--- src/rtl/uart_2_axi_pkg.sv ---
// Shared constants and state encodings for the UART-to-AXI-lite bridge.
package uart_2_axi_pkg;

  localparam logic [7:0] CMD_WR = 8'h57;
  localparam logic [7:0] CMD_RD = 8'h52;
  localparam logic [7:0] ST_OK  = 8'h4B;
  localparam logic [7:0] ST_ERR = 8'h45;
  localparam logic [7:0] ST_UNK = 8'h3F;

  localparam logic [1:0] AXI_RESP_OKAY = 2'b00;

  typedef enum logic [2:0] {
    S_IDLE,
    S_GET_ADDR,
    S_GET_DATA,
    S_AXI_WR,
    S_AXI_WR_RESP,
    S_AXI_RD,
    S_AXI_RD_RESP,
    S_SEND_RESP
  } state_e;

  typedef enum logic [1:0] {
    RX_IDLE,
    RX_START,
    RX_DATA,
    RX_STOP
  } rx_state_e;

  function automatic logic [7:0] status_byte(input logic [1:0] resp);
    return (resp == AXI_RESP_OKAY) ? ST_OK : ST_ERR;
  endfunction

endpackage

--- src/rtl/uart_byte_phy.sv ---
// 8N1 UART byte receiver and transmitter sharing one bit-period setting.
module uart_byte_phy
  import uart_2_axi_pkg::*;
#(
  parameter int clk_frec = 100000000,
  parameter int baudrate = 9600
) (
  input  logic       clk_i,
  input  logic       rst_i,
  input  logic       rx_i,
  output logic       rx_vld_o,
  output logic [7:0] rx_data_o,
  output logic       rx_ferr_o,
  input  logic       tx_start_i,
  input  logic [7:0] tx_data_i,
  output logic       tx_busy_o,
  output logic       tx_o
);

  localparam int          BIT_CYC   = clk_frec / baudrate;
  localparam logic [31:0] BIT_LAST  = 32'(BIT_CYC - 1);
  localparam logic [31:0] HALF_LAST = 32'(BIT_CYC / 2 - 1);

  logic        rx_s1_q, rx_s2_q, rx_prev_q;
  rx_state_e   rx_st_q, rx_st_d;
  logic [31:0] rx_cnt_q, rx_cnt_d;
  logic [2:0]  rx_idx_q, rx_idx_d;
  logic [7:0]  rx_sh_q, rx_sh_d;
  logic        rx_vld_q, rx_vld_d, rx_ferr_q, rx_ferr_d;

  logic        tx_act_q, tx_act_d;
  logic [31:0] tx_cnt_q, tx_cnt_d;
  logic [3:0]  tx_idx_q, tx_idx_d;
  logic [8:0]  tx_sh_q, tx_sh_d;
  logic        tx_q, tx_d;
  logic        tx_last;

  assign rx_vld_o  = rx_vld_q;
  assign rx_ferr_o = rx_ferr_q;
  assign rx_data_o = rx_sh_q;
  assign tx_o      = tx_q;

  // The final cycle of a stop bit accepts a new byte so frames run back to back.
  assign tx_last   = tx_act_q && (tx_cnt_q == BIT_LAST) && (tx_idx_q == 4'd9);
  assign tx_busy_o = tx_act_q && !tx_last;

  always_comb begin
    rx_st_d   = rx_st_q;
    rx_cnt_d  = rx_cnt_q + 32'd1;
    rx_idx_d  = rx_idx_q;
    rx_sh_d   = rx_sh_q;
    rx_vld_d  = 1'b0;
    rx_ferr_d = 1'b0;
    case (rx_st_q)
      RX_IDLE: begin
        rx_cnt_d = '0;
        if (rx_prev_q && !rx_s2_q) rx_st_d = RX_START;
      end
      RX_START: begin
        if (rx_cnt_q == HALF_LAST) begin
          rx_cnt_d = '0;
          rx_idx_d = '0;
          rx_st_d  = rx_s2_q ? RX_IDLE : RX_DATA;
        end
      end
      RX_DATA: begin
        if (rx_cnt_q == BIT_LAST) begin
          rx_cnt_d = '0;
          rx_sh_d  = {rx_s2_q, rx_sh_q[7:1]};
          rx_idx_d = rx_idx_q + 3'd1;
          if (rx_idx_q == 3'd7) rx_st_d = RX_STOP;
        end
      end
      RX_STOP: begin
        if (rx_cnt_q == BIT_LAST) begin
          rx_cnt_d  = '0;
          rx_vld_d  = rx_s2_q;
          rx_ferr_d = !rx_s2_q;
          rx_st_d   = RX_IDLE;
        end
      end
      default: rx_st_d = RX_IDLE;
    endcase
  end

  always_comb begin
    tx_act_d = tx_act_q;
    tx_cnt_d = tx_act_q ? tx_cnt_q + 32'd1 : '0;
    tx_idx_d = tx_idx_q;
    tx_sh_d  = tx_sh_q;
    tx_d     = tx_q;
    if (tx_start_i && !tx_busy_o) begin
      tx_act_d = 1'b1;
      tx_cnt_d = '0;
      tx_idx_d = '0;
      tx_sh_d  = {1'b1, tx_data_i};
      tx_d     = 1'b0;
    end else if (tx_act_q && (tx_cnt_q == BIT_LAST)) begin
      tx_cnt_d = '0;
      if (tx_idx_q == 4'd9) begin
        tx_act_d = 1'b0;
        tx_d     = 1'b1;
      end else begin
        tx_d     = tx_sh_q[0];
        tx_sh_d  = {1'b1, tx_sh_q[8:1]};
        tx_idx_d = tx_idx_q + 4'd1;
      end
    end
  end

  always_ff @(posedge clk_i or posedge rst_i) begin
    if (rst_i) begin
      rx_s1_q   <= 1'b1;
      rx_s2_q   <= 1'b1;
      rx_prev_q <= 1'b1;
      rx_st_q   <= RX_IDLE;
      rx_cnt_q  <= '0;
      rx_idx_q  <= '0;
      rx_sh_q   <= '0;
      rx_vld_q  <= 1'b0;
      rx_ferr_q <= 1'b0;
      tx_act_q  <= 1'b0;
      tx_cnt_q  <= '0;
      tx_idx_q  <= '0;
      tx_sh_q   <= '1;
      tx_q      <= 1'b1;
    end else begin
      rx_s1_q   <= rx_i;
      rx_s2_q   <= rx_s1_q;
      rx_prev_q <= rx_s2_q;
      rx_st_q   <= rx_st_d;
      rx_cnt_q  <= rx_cnt_d;
      rx_idx_q  <= rx_idx_d;
      rx_sh_q   <= rx_sh_d;
      rx_vld_q  <= rx_vld_d;
      rx_ferr_q <= rx_ferr_d;
      tx_act_q  <= tx_act_d;
      tx_cnt_q  <= tx_cnt_d;
      tx_idx_q  <= tx_idx_d;
      tx_sh_q   <= tx_sh_d;
      tx_q      <= tx_d;
    end
  end

endmodule

--- src/rtl/uart_2_axi_master.sv ---
// UART command decoder driving single AXI4-lite read/write transactions,
// answering with a status byte (plus read data) on the UART TX line.
module uart_2_axi_master
  import uart_2_axi_pkg::*;
#(
  parameter int clk_frec       = 100000000,
  parameter int baudrate       = 9600,
  parameter int TIMEOUT_CYCLES = 1000000
) (
  input  logic        M_AXI_ACLK,
  input  logic        M_AXI_ARESET,
  input  logic        rx,
  output logic        tx,
  output logic        busy,
  output logic [31:0] M_AXI_AWADDR,
  output logic [2:0]  M_AXI_AWPROT,
  output logic        M_AXI_AWVALID,
  input  logic        M_AXI_AWREADY,
  output logic [31:0] M_AXI_WDATA,
  output logic [3:0]  M_AXI_WSTRB,
  output logic        M_AXI_WVALID,
  input  logic        M_AXI_WREADY,
  input  logic [1:0]  M_AXI_BRESP,
  input  logic        M_AXI_BVALID,
  output logic        M_AXI_BREADY,
  output logic [31:0] M_AXI_ARADDR,
  output logic [2:0]  M_AXI_ARPROT,
  output logic        M_AXI_ARVALID,
  input  logic        M_AXI_ARREADY,
  input  logic [31:0] M_AXI_RDATA,
  input  logic [1:0]  M_AXI_RRESP,
  input  logic        M_AXI_RVALID,
  output logic        M_AXI_RREADY
);

  localparam logic [31:0] TOUT_LAST = 32'(TIMEOUT_CYCLES - 1);

  logic       rx_vld, rx_ferr, tx_busy, tx_start;
  logic [7:0] rx_data, tx_byte;

  state_e      state_q, state_d;
  logic        is_wr_q, is_wr_d;
  logic [1:0]  cnt_q, cnt_d;
  logic [31:0] addr_q, addr_d, wdata_q, wdata_d, rdata_q, rdata_d;
  logic [1:0]  resp_q, resp_d;
  logic        awvalid_q, awvalid_d, wvalid_q, wvalid_d, arvalid_q, arvalid_d;
  logic        bready_q, bready_d, rready_q, rready_d;
  logic [31:0] tout_q, tout_d;
  logic [2:0]  tx_idx_q, tx_idx_d, tx_n_q, tx_n_d;

  uart_byte_phy #(
    .clk_frec (clk_frec),
    .baudrate (baudrate)
  ) u_phy (
    .clk_i      (M_AXI_ACLK),
    .rst_i      (M_AXI_ARESET),
    .rx_i       (rx),
    .rx_vld_o   (rx_vld),
    .rx_data_o  (rx_data),
    .rx_ferr_o  (rx_ferr),
    .tx_start_i (tx_start),
    .tx_data_i  (tx_byte),
    .tx_busy_o  (tx_busy),
    .tx_o       (tx)
  );

  assign busy          = (state_q != S_IDLE) || tx_busy;
  assign M_AXI_AWADDR  = addr_q;
  assign M_AXI_ARADDR  = addr_q;
  assign M_AXI_AWPROT  = 3'b000;
  assign M_AXI_ARPROT  = 3'b000;
  assign M_AXI_AWVALID = awvalid_q;
  assign M_AXI_WDATA   = wdata_q;
  assign M_AXI_WSTRB   = {4{wvalid_q}};
  assign M_AXI_WVALID  = wvalid_q;
  assign M_AXI_BREADY  = bready_q;
  assign M_AXI_ARVALID = arvalid_q;
  assign M_AXI_RREADY  = rready_q;

  always_comb begin
    state_d   = state_q;
    is_wr_d   = is_wr_q;
    cnt_d     = cnt_q;
    addr_d    = addr_q;
    wdata_d   = wdata_q;
    rdata_d   = rdata_q;
    resp_d    = resp_q;
    awvalid_d = awvalid_q;
    wvalid_d  = wvalid_q;
    arvalid_d = arvalid_q;
    bready_d  = bready_q;
    rready_d  = rready_q;
    tout_d    = tout_q + 32'd1;
    tx_idx_d  = tx_idx_q;
    tx_n_d    = tx_n_q;
    tx_start  = 1'b0;
    tx_byte   = ST_UNK;
    case (state_q)
      S_IDLE: begin
        tout_d = '0;
        cnt_d  = '0;
        if (rx_vld) begin
          if (rx_data == CMD_WR || rx_data == CMD_RD) begin
            state_d = S_GET_ADDR;
            is_wr_d = (rx_data == CMD_WR);
          end else begin
            tx_start = 1'b1;
          end
        end
      end
      S_GET_ADDR: begin
        if (rx_ferr) begin
          state_d = S_IDLE;
        end else if (rx_vld) begin
          addr_d = {addr_q[23:0], rx_data};
          cnt_d  = cnt_q + 2'd1;
          tout_d = '0;
          if (cnt_q == 2'd3) begin
            if (is_wr_q) begin
              state_d = S_GET_DATA;
            end else begin
              state_d   = S_AXI_RD;
              arvalid_d = 1'b1;
            end
          end
        end else if (tout_q == TOUT_LAST) begin
          state_d = S_IDLE;
        end
      end
      S_GET_DATA: begin
        if (rx_ferr) begin
          state_d = S_IDLE;
        end else if (rx_vld) begin
          wdata_d = {wdata_q[23:0], rx_data};
          cnt_d   = cnt_q + 2'd1;
          tout_d  = '0;
          if (cnt_q == 2'd3) begin
            state_d   = S_AXI_WR;
            awvalid_d = 1'b1;
            wvalid_d  = 1'b1;
          end
        end else if (tout_q == TOUT_LAST) begin
          state_d = S_IDLE;
        end
      end
      S_AXI_WR: begin
        awvalid_d = awvalid_q && !M_AXI_AWREADY;
        wvalid_d  = wvalid_q && !M_AXI_WREADY;
        if (!awvalid_d && !wvalid_d) begin
          state_d  = S_AXI_WR_RESP;
          bready_d = 1'b1;
        end
      end
      // Status byte launches on the handshake cycle itself; if the TX is
      // still busy it is retried from resp_q in SEND_RESP.
      S_AXI_WR_RESP: begin
        if (M_AXI_BVALID && bready_q) begin
          bready_d = 1'b0;
          resp_d   = M_AXI_BRESP;
          tx_start = 1'b1;
          tx_byte  = status_byte(M_AXI_BRESP);
          tx_idx_d = tx_busy ? 3'd0 : 3'd1;
          tx_n_d   = 3'd1;
          state_d  = S_SEND_RESP;
        end
      end
      S_AXI_RD: begin
        if (M_AXI_ARREADY) begin
          arvalid_d = 1'b0;
          rready_d  = 1'b1;
          state_d   = S_AXI_RD_RESP;
        end
      end
      S_AXI_RD_RESP: begin
        if (M_AXI_RVALID && rready_q) begin
          rready_d = 1'b0;
          resp_d   = M_AXI_RRESP;
          rdata_d  = M_AXI_RDATA;
          tx_start = 1'b1;
          tx_byte  = status_byte(M_AXI_RRESP);
          tx_idx_d = tx_busy ? 3'd0 : 3'd1;
          tx_n_d   = 3'd5;
          state_d  = S_SEND_RESP;
        end
      end
      S_SEND_RESP: begin
        if (tx_idx_q != tx_n_q) begin
          tx_start = 1'b1;
          case (tx_idx_q)
            3'd0:    tx_byte = status_byte(resp_q);
            3'd1:    tx_byte = rdata_q[31:24];
            3'd2:    tx_byte = rdata_q[23:16];
            3'd3:    tx_byte = rdata_q[15:8];
            default: tx_byte = rdata_q[7:0];
          endcase
          if (!tx_busy) tx_idx_d = tx_idx_q + 3'd1;
        end else if (!tx_busy) begin
          state_d = S_IDLE;
        end
      end
      default: state_d = S_IDLE;
    endcase
  end

  always_ff @(posedge M_AXI_ACLK or posedge M_AXI_ARESET) begin
    if (M_AXI_ARESET) begin
      state_q   <= S_IDLE;
      is_wr_q   <= 1'b0;
      cnt_q     <= '0;
      addr_q    <= '0;
      wdata_q   <= '0;
      rdata_q   <= '0;
      resp_q    <= '0;
      awvalid_q <= 1'b0;
      wvalid_q  <= 1'b0;
      arvalid_q <= 1'b0;
      bready_q  <= 1'b0;
      rready_q  <= 1'b0;
      tout_q    <= '0;
      tx_idx_q  <= '0;
      tx_n_q    <= '0;
    end else begin
      state_q   <= state_d;
      is_wr_q   <= is_wr_d;
      cnt_q     <= cnt_d;
      addr_q    <= addr_d;
      wdata_q   <= wdata_d;
      rdata_q   <= rdata_d;
      resp_q    <= resp_d;
      awvalid_q <= awvalid_d;
      wvalid_q  <= wvalid_d;
      arvalid_q <= arvalid_d;
      bready_q  <= bready_d;
      rready_q  <= rready_d;
      tout_q    <= tout_d;
      tx_idx_q  <= tx_idx_d;
      tx_n_q    <= tx_n_d;
    end
  end

endmodule

--- config.mk ---
export PLATFORM = sky130hd
export DESIGN_NAME = uart_2_axi_master
export DESIGN_NICKNAME = d
export VERILOG_FILES = /design/src/rtl/uart_2_axi_pkg.sv /design/src/rtl/uart_byte_phy.sv /design/src/rtl/uart_2_axi_master.sv
export SDC_FILE = /design/constraint.sdc
export NUM_CORES = 1
export LEC_CHECK = 0
export BUFFER_PORTS_ARGS = -buffer_cell sky130_fd_sc_hd__buf_2
export CORE_MARGIN = 2
export CORE_UTILIZATION = 35
export DETAILED_ROUTE_END_ITERATION = 6
export SYNTH_ARGS = -nofsm -noshare
export SYNTH_HDL_FRONTEND = slang
export SYNTH_SLANG_ARGS = --single-unit
--- constraint.sdc ---
create_clock -name M_AXI_ACLK -period 7.2 [get_ports M_AXI_ACLK]
set_input_delay 0.36 -clock M_AXI_ACLK [delete_from_list [all_inputs] [get_ports M_AXI_ACLK]]
set_output_delay 0.36 -clock M_AXI_ACLK [all_outputs]
set_load 0.05 [all_outputs]
# After elaboration in Yosys (flattened, before gate mapping)
# Cells that the tools add are included.
[totals]
regBits = 244
elab_cells = 239
[op_classes]
add_sub_neg = 7
n_eq_ne = 49
mux = 98
bitwise_logic = 1
n_reduce_logical = 55
[ops]
columns = ["op", "count"]
rows = [
  ["2-to-1 mux 32 bit", 7],
  ["adder 32 x 1 -> 32 bit, second input constant", 3],
  ["case mux 32 bit (3 select lines)", 1],
  ["2-to-1 mux 3 bit", 24],
  ["equality test 32 x 14 -> 1 bit, second input constant", 2],
  ["case mux 32 bit (2 select lines)", 1],
  ["equality test 32 x 13 -> 1 bit, second input constant", 1],
  ["equality test 32 x 20 -> 1 bit, second input constant", 1],
  ["case mux 8 bit (4 select lines)", 1],
  ["!= test 2 bit, second input constant", 15],
  ["2-to-1 mux 1 bit", 28],
  ["2-to-1 mux 9 bit", 3],
  ["2-to-1 mux 4 bit", 6],
  ["case mux 3 bit (8 select lines)", 1],
  ["case mux 8 bit (3 select lines)", 1],
  ["AND reduction 3 bit", 8],
  ["2-to-1 mux 2 bit", 10],
  ["!= test 2 x 1 -> 1 bit, second input constant", 9],
  ["nonzero test 2 bit", 9],
  ["equality test 8 x 7 -> 1 bit, second input constant", 2],
  ["equality test 3 bit, second input constant", 5],
  ["2-to-1 mux 7 bit", 2],
  ["equality test 3 x 2 -> 1 bit, second input constant", 4],
  ["case mux 3 bit (2 select lines)", 2],
  ["28 further kinds", 64],
]

# Depth between registers and ports, before layout
[depth]
depth_word = 9
depth_mapped = 9
ltp_nobuf = 7

# Modules after synthesis
# From an unflattened synthesis, not the netlist that was laid out.
[unflattened]
cells_unflattened = 1083
hier_area_um2 = 11738.8
[by_module_without_submodules]
columns = ["mod", "instances", "cells_per_inst", "area_each_um2", "seq_area_each_um2"]
rows = [
  ["uart_2_axi_master", 1, 615, 7025.5, 3653.5],
  ["uart_byte_phy", 1, 468, 4713.3, 2417.3],
]

# Worst setup path before layout
# OpenSTA, ideal clock, no wires.
[synth_timing]
path_kind = "register -> output"
from = "register u_phy.tx_cnt_q[23]"
to = "output port busy"
t_arrival_ns = 1.945
required_time_ns = 6.840
setup_slack_ns = 4.895
stages_incl_launch_ff = 5
path_buffers = 0
path_cell_list = "dfrtp_1 > nor4_1 > nand4_1 > o31ai_1 > nand2_1"
[synth_via]
elab_chain_len = 6
[synth_lines]
columns = ["element", "line", "text"]
rows = [
  ["from (decl)", "uart_byte_phy.sv:32", "logic [31:0] tx_cnt_q, tx_cnt_d;"],
  ["from (signal assigned)", "uart_byte_phy.sv:138", "tx_cnt_q <= tx_cnt_d;"],
  ["equality test 32 x 14 -> 1 bit", "uart_byte_phy.sv:44", "assign tx_last = tx_act_q && (tx_cnt_q == BIT_LAST) && (tx_idx_q == 4'd9);"],
  ["logical AND 1 bit (2 in a row)", "uart_byte_phy.sv:44", ""],
  ["logical NOT 1 bit", "uart_byte_phy.sv:45", "assign tx_busy_o = tx_act_q && !tx_last;"],
  ["logical AND 1 bit", "uart_byte_phy.sv:45", ""],
  ["logical OR 1 bit", "uart_2_axi_master.sv:67", "assign busy = (state_q != S_IDLE) || tx_busy;"],
  ["to (decl)", "uart_2_axi_master.sv:14", "output logic busy,"],
]
# No other way between the ends.

# Final worst setup path
[layout_timing]
from = "register u_phy.tx_cnt_q[27]"
to = "output port busy"
# The elaborated chain is that of the path after synthesis.

==> flow_metrics.py <==
metrics = {
    "sta": {
        "hold_violations": 0,
        "finClkSkew_ps": 8.20,
        "maxSlewHeadroom": 0.233,
        "setup_ws_ps": 3910,
        "drv_slew": 0,
        "tightest_slew_ps": 1150,
        "period_share": 0.457,
        "timing.fmax_ghz": 0.304,
        "period_minus_slack_ps": 3290,
        "finalSetupViolCount": 0,
        "tns_ps": 0,
        "rsz0062_at_grt": "no",
    },
    "logic_synthesis": {
        "async_reset_ff_frac": 1.00,
        "yosysSeqAreaShare": 0.515,
        "synth.top_cells.by_count": "230 x dfrtp_1, 127 x nor2_1, 93 x mux2_2",
        "synth_edf_count": 0,
        "syn_inst": 1090,
        "synthesis.area_mm2": 0.0118,
        "synth_area_per_cell_um2": 10.8,
        "yosys_register_bits": 242,
        "synthMostInstantiatedCell": "dfrtp_1",
        "ys.flop_type": "dfrtp_1",
        "synth_top_cell_by_area": "dfrtp_1",
        "yosysWarnings": 0,
        "synth_top_area_share": 0.489,
        "synth_cell_type_count": 78,
        "synth.area.top_cells": "dfrtp_1 49%, mux2_2 8.9%, nor2_1 4.0%",
    },
    "global_route": {
        "grt_pass1_wl_um": 43400,
        "grt-ovfl-total": 0,
        "first_global_vias": 8154,
        "grt_usage": 0.149,
        "grt_max_degree": 91,
        "antenna_found_initial": 0,
    },
    "floorplan": {
        "rows": 67,
        "die_h_um": 187,
        "core_area_mm2": 0.0334,
        "die_x_um": 187,
        "die_area_mm2": 0.0351,
        "ios": 157,
        "start_util": 0.353,
    },
    "placement": {
        "io_buffers": 150,
        "gp_congestion": 0.791,
        "hpwl_um": 17900,
        "dp_slack_ps": 4260,
    },
    "routing": {
        "vias_per_cell": 5.02,
        "drtIter0Drc": 545,
        "routed_wirelength_um": 26300,
        "num_vias": 8398,
        "wl_per_cell_um": 15.7,
        "dr.pass1.iters": 5,
        "drc_errors": 0,
        "ant_nets": 0,
    },
    "critical_path": {
        "arrival_ps": 2930,
        "crit_type": "reg -> out",
        "cp_slowest_cell": "o31ai_1",
        "max_stage_delay_ps": 800,
        "cp_max_fo": 7,
        "end_kind": "output pin",
        "required_ps": 6840,
        "critPathLaunchType": "flop",
        "path_cells": "nor4_1 > nand4_1 > o31ai_1 > nand2_1 > buf_2",
    },
    "power": {
        "p_leak_nw": 6.50,
        "vdd_drop_max_mv": 0.166,
        "powerDensity_mw_per_mm2": 261,
    },
    "clock_network": {
        "clk_pin_slew_worst_paths_ps": 50,
        "root_buffer": "clkbuf_16",
        "clkLatencyLatePin_ps": 540,
        "cts-htree-levels": 1,
        "cts_sinks": 242,
        "post_cts_buffers": 0,
        "cts_buffers": 28,
        "cts_buffer_depth": 3,
        "cts_tree": "yes",
    },
    "final_layout": {
        "layout-drive-gt1-share": 0.275,
        "synthToLayoutAreaGrowth_pct": 16.5,
        "antenna_cells": 0,
        "fin_nets": 1262,
    },
    "worst_hold_path": {
        "hold_path.class": "in -> reg",
    },
    "flow_run": {
        "maxCapViolCount": 0,
    },
    "status": {
        "status": "finished clean",
    },
}
[where the power goes]
group          internal, mW  switching [mW]
combinational         0.201           0.286
sequential             1.48          0.0986
clock                 0.944           0.566
total                  2.63           0.951
[per-layer routing]
metal / wire length, µm / vias up / share of wire / GRT usage
li1: - / 4071 / - / -
met1: 12300 / 4154 / 0.47 / 0.208
met2: 12500 / 142 / 0.48 / 0.246
met3: 1030 / 31 / 0.039 / 0.0201
met4: 450 / 0 / 0.017 / 0.0306
met5: 0 / - / 0 / 0
[cell families after synthesis]
kind of cell / after synthesis / share of synthesized area
and+or+nand+nor: 412 / 0.184
DFF: 242 / 0.515
AOI/OAI and AO/OA: 124 / 0.0705
muxes: 111 / 0.104
buffers and inverters: 103 / 0.0491
xor gates and xnor gates: 84 / 0.0625
adders and majority gates: 13 / 0.0138
other: 1 / 0.000318
[state kept, by name, summed over array words and instances, names as in the netlist, 2 cells and up, named ones only]
signal / cells
u_phy.tx_sh_q: 8
u_phy.rx_data_o: 8
tx_n_q: 2
M_AXI_ARADDR: 32
cnt_q: 2
resp_q: 2
tout_q: 32
u_phy.rx_idx_q: 3
u_phy.tx_cnt_q: 32
rdata_q: 32
M_AXI_WDATA: 32
tx_idx_q: 3
state_q: 3
u_phy.rx_cnt_q: 32
u_phy.tx_idx_q: 4
[area by class of cell]
| class | instances | area, µm² |
|---|---|---|
| timing repair buffer | 160 | 831 |
| multi-input combinational | 750 | 5170 |
| sequential | 242 | 6070 |
| inverter | 23 | 93.8 |
| tap | 448 | 561 |
| fill | 3249 | 19600 |
| clock buffer | 36 | 822 |
| clock inverter | 13 | 179 |
[placed cells by master, fill, tap and decap left out, types with 3 or more instances in the layout]
cell type	instances
o31ai_1	5
xor2_1	53
a31oi_1	10
ha_1	13
nor2b_1	8
buf_4	8
and3_1	18
buf_2	150
and2_1	3
nor2_1	126
dfstp_2	12
clkinv_2	5
and4_1	11
inv_1	22
a21oi_1	36
mux2_2	93
a211oi_1	3
o22a_1	4
nand2_1	73
nor4_1	24
nand2b_1	6
a222oi_1	3
mux2i_1	16
clkbuf_16	29
xnor2_1	31
a41oi_1	3
nand3_1	49
clkbuf_8	7
bufinv_16	4
a221oi_1	4
nand4_1	32
conb_1	6
o211ai_1	3
nor3_1	19
o21ai_0	25
dfrtp_1	230
or3_1	13
[worst max-delay path, delay by kind of cell, from the launching register on]
family	cells	cell delay, ps
compound gates	1	800
buf+inv	1	270
flops	1	420
simple gates	3	910
[per-stage QoR]
step                area [µm²]  std cells  hold WS, ps  total power, mW  utilization
floorplan                11800       1095          345             1.96            -
global placement         12700       1621          347             2.08        0.381
detailed placement       12700       1621          355             2.09        0.381
CTS                      13700       1672         7.95             3.64        0.411
global route             13700       1672         42.5             3.75        0.411
finish                   13700       1672         34.6             3.58        0.411
[repair_timing]
action	CTS	global route
hold buffers	2	0
gates resized for setup	0	0
endpoints found under the hold margin	87	0
[path summary, 6_finish.rpt]
check / from / end / slack (ps) / cells after the start
max in group asynchronous: M_AXI_ARESET / M_AXI_ARADDR[24]$_DFFE_PP0P_ / 5280 / 4
worst min register to register: u_phy.rx_s1_q$_DFF_PP1_ / u_phy.rx_s2_q$_DFF_PP1_ / 360 / 0
worst max-delay path: u_phy.tx_cnt_q[27]$_DFF_PP0_ / busy / 3910 / 5
min in group asynchronous: M_AXI_ARESET / tout_q[21]$_DFF_PP0_ / 470 / 3
worst max register to register: u_phy.rx_cnt_q[0]$_DFF_PP0_ / u_phy.rx_st_q[0]$_DFFE_PP0P_ / 4220 / 6
worst min-delay path: M_AXI_RDATA[7] / rdata_q[7]$_DFFE_PP0P_ / 30 / 3
No activity file was read; power rests on OpenSTA's default activity.
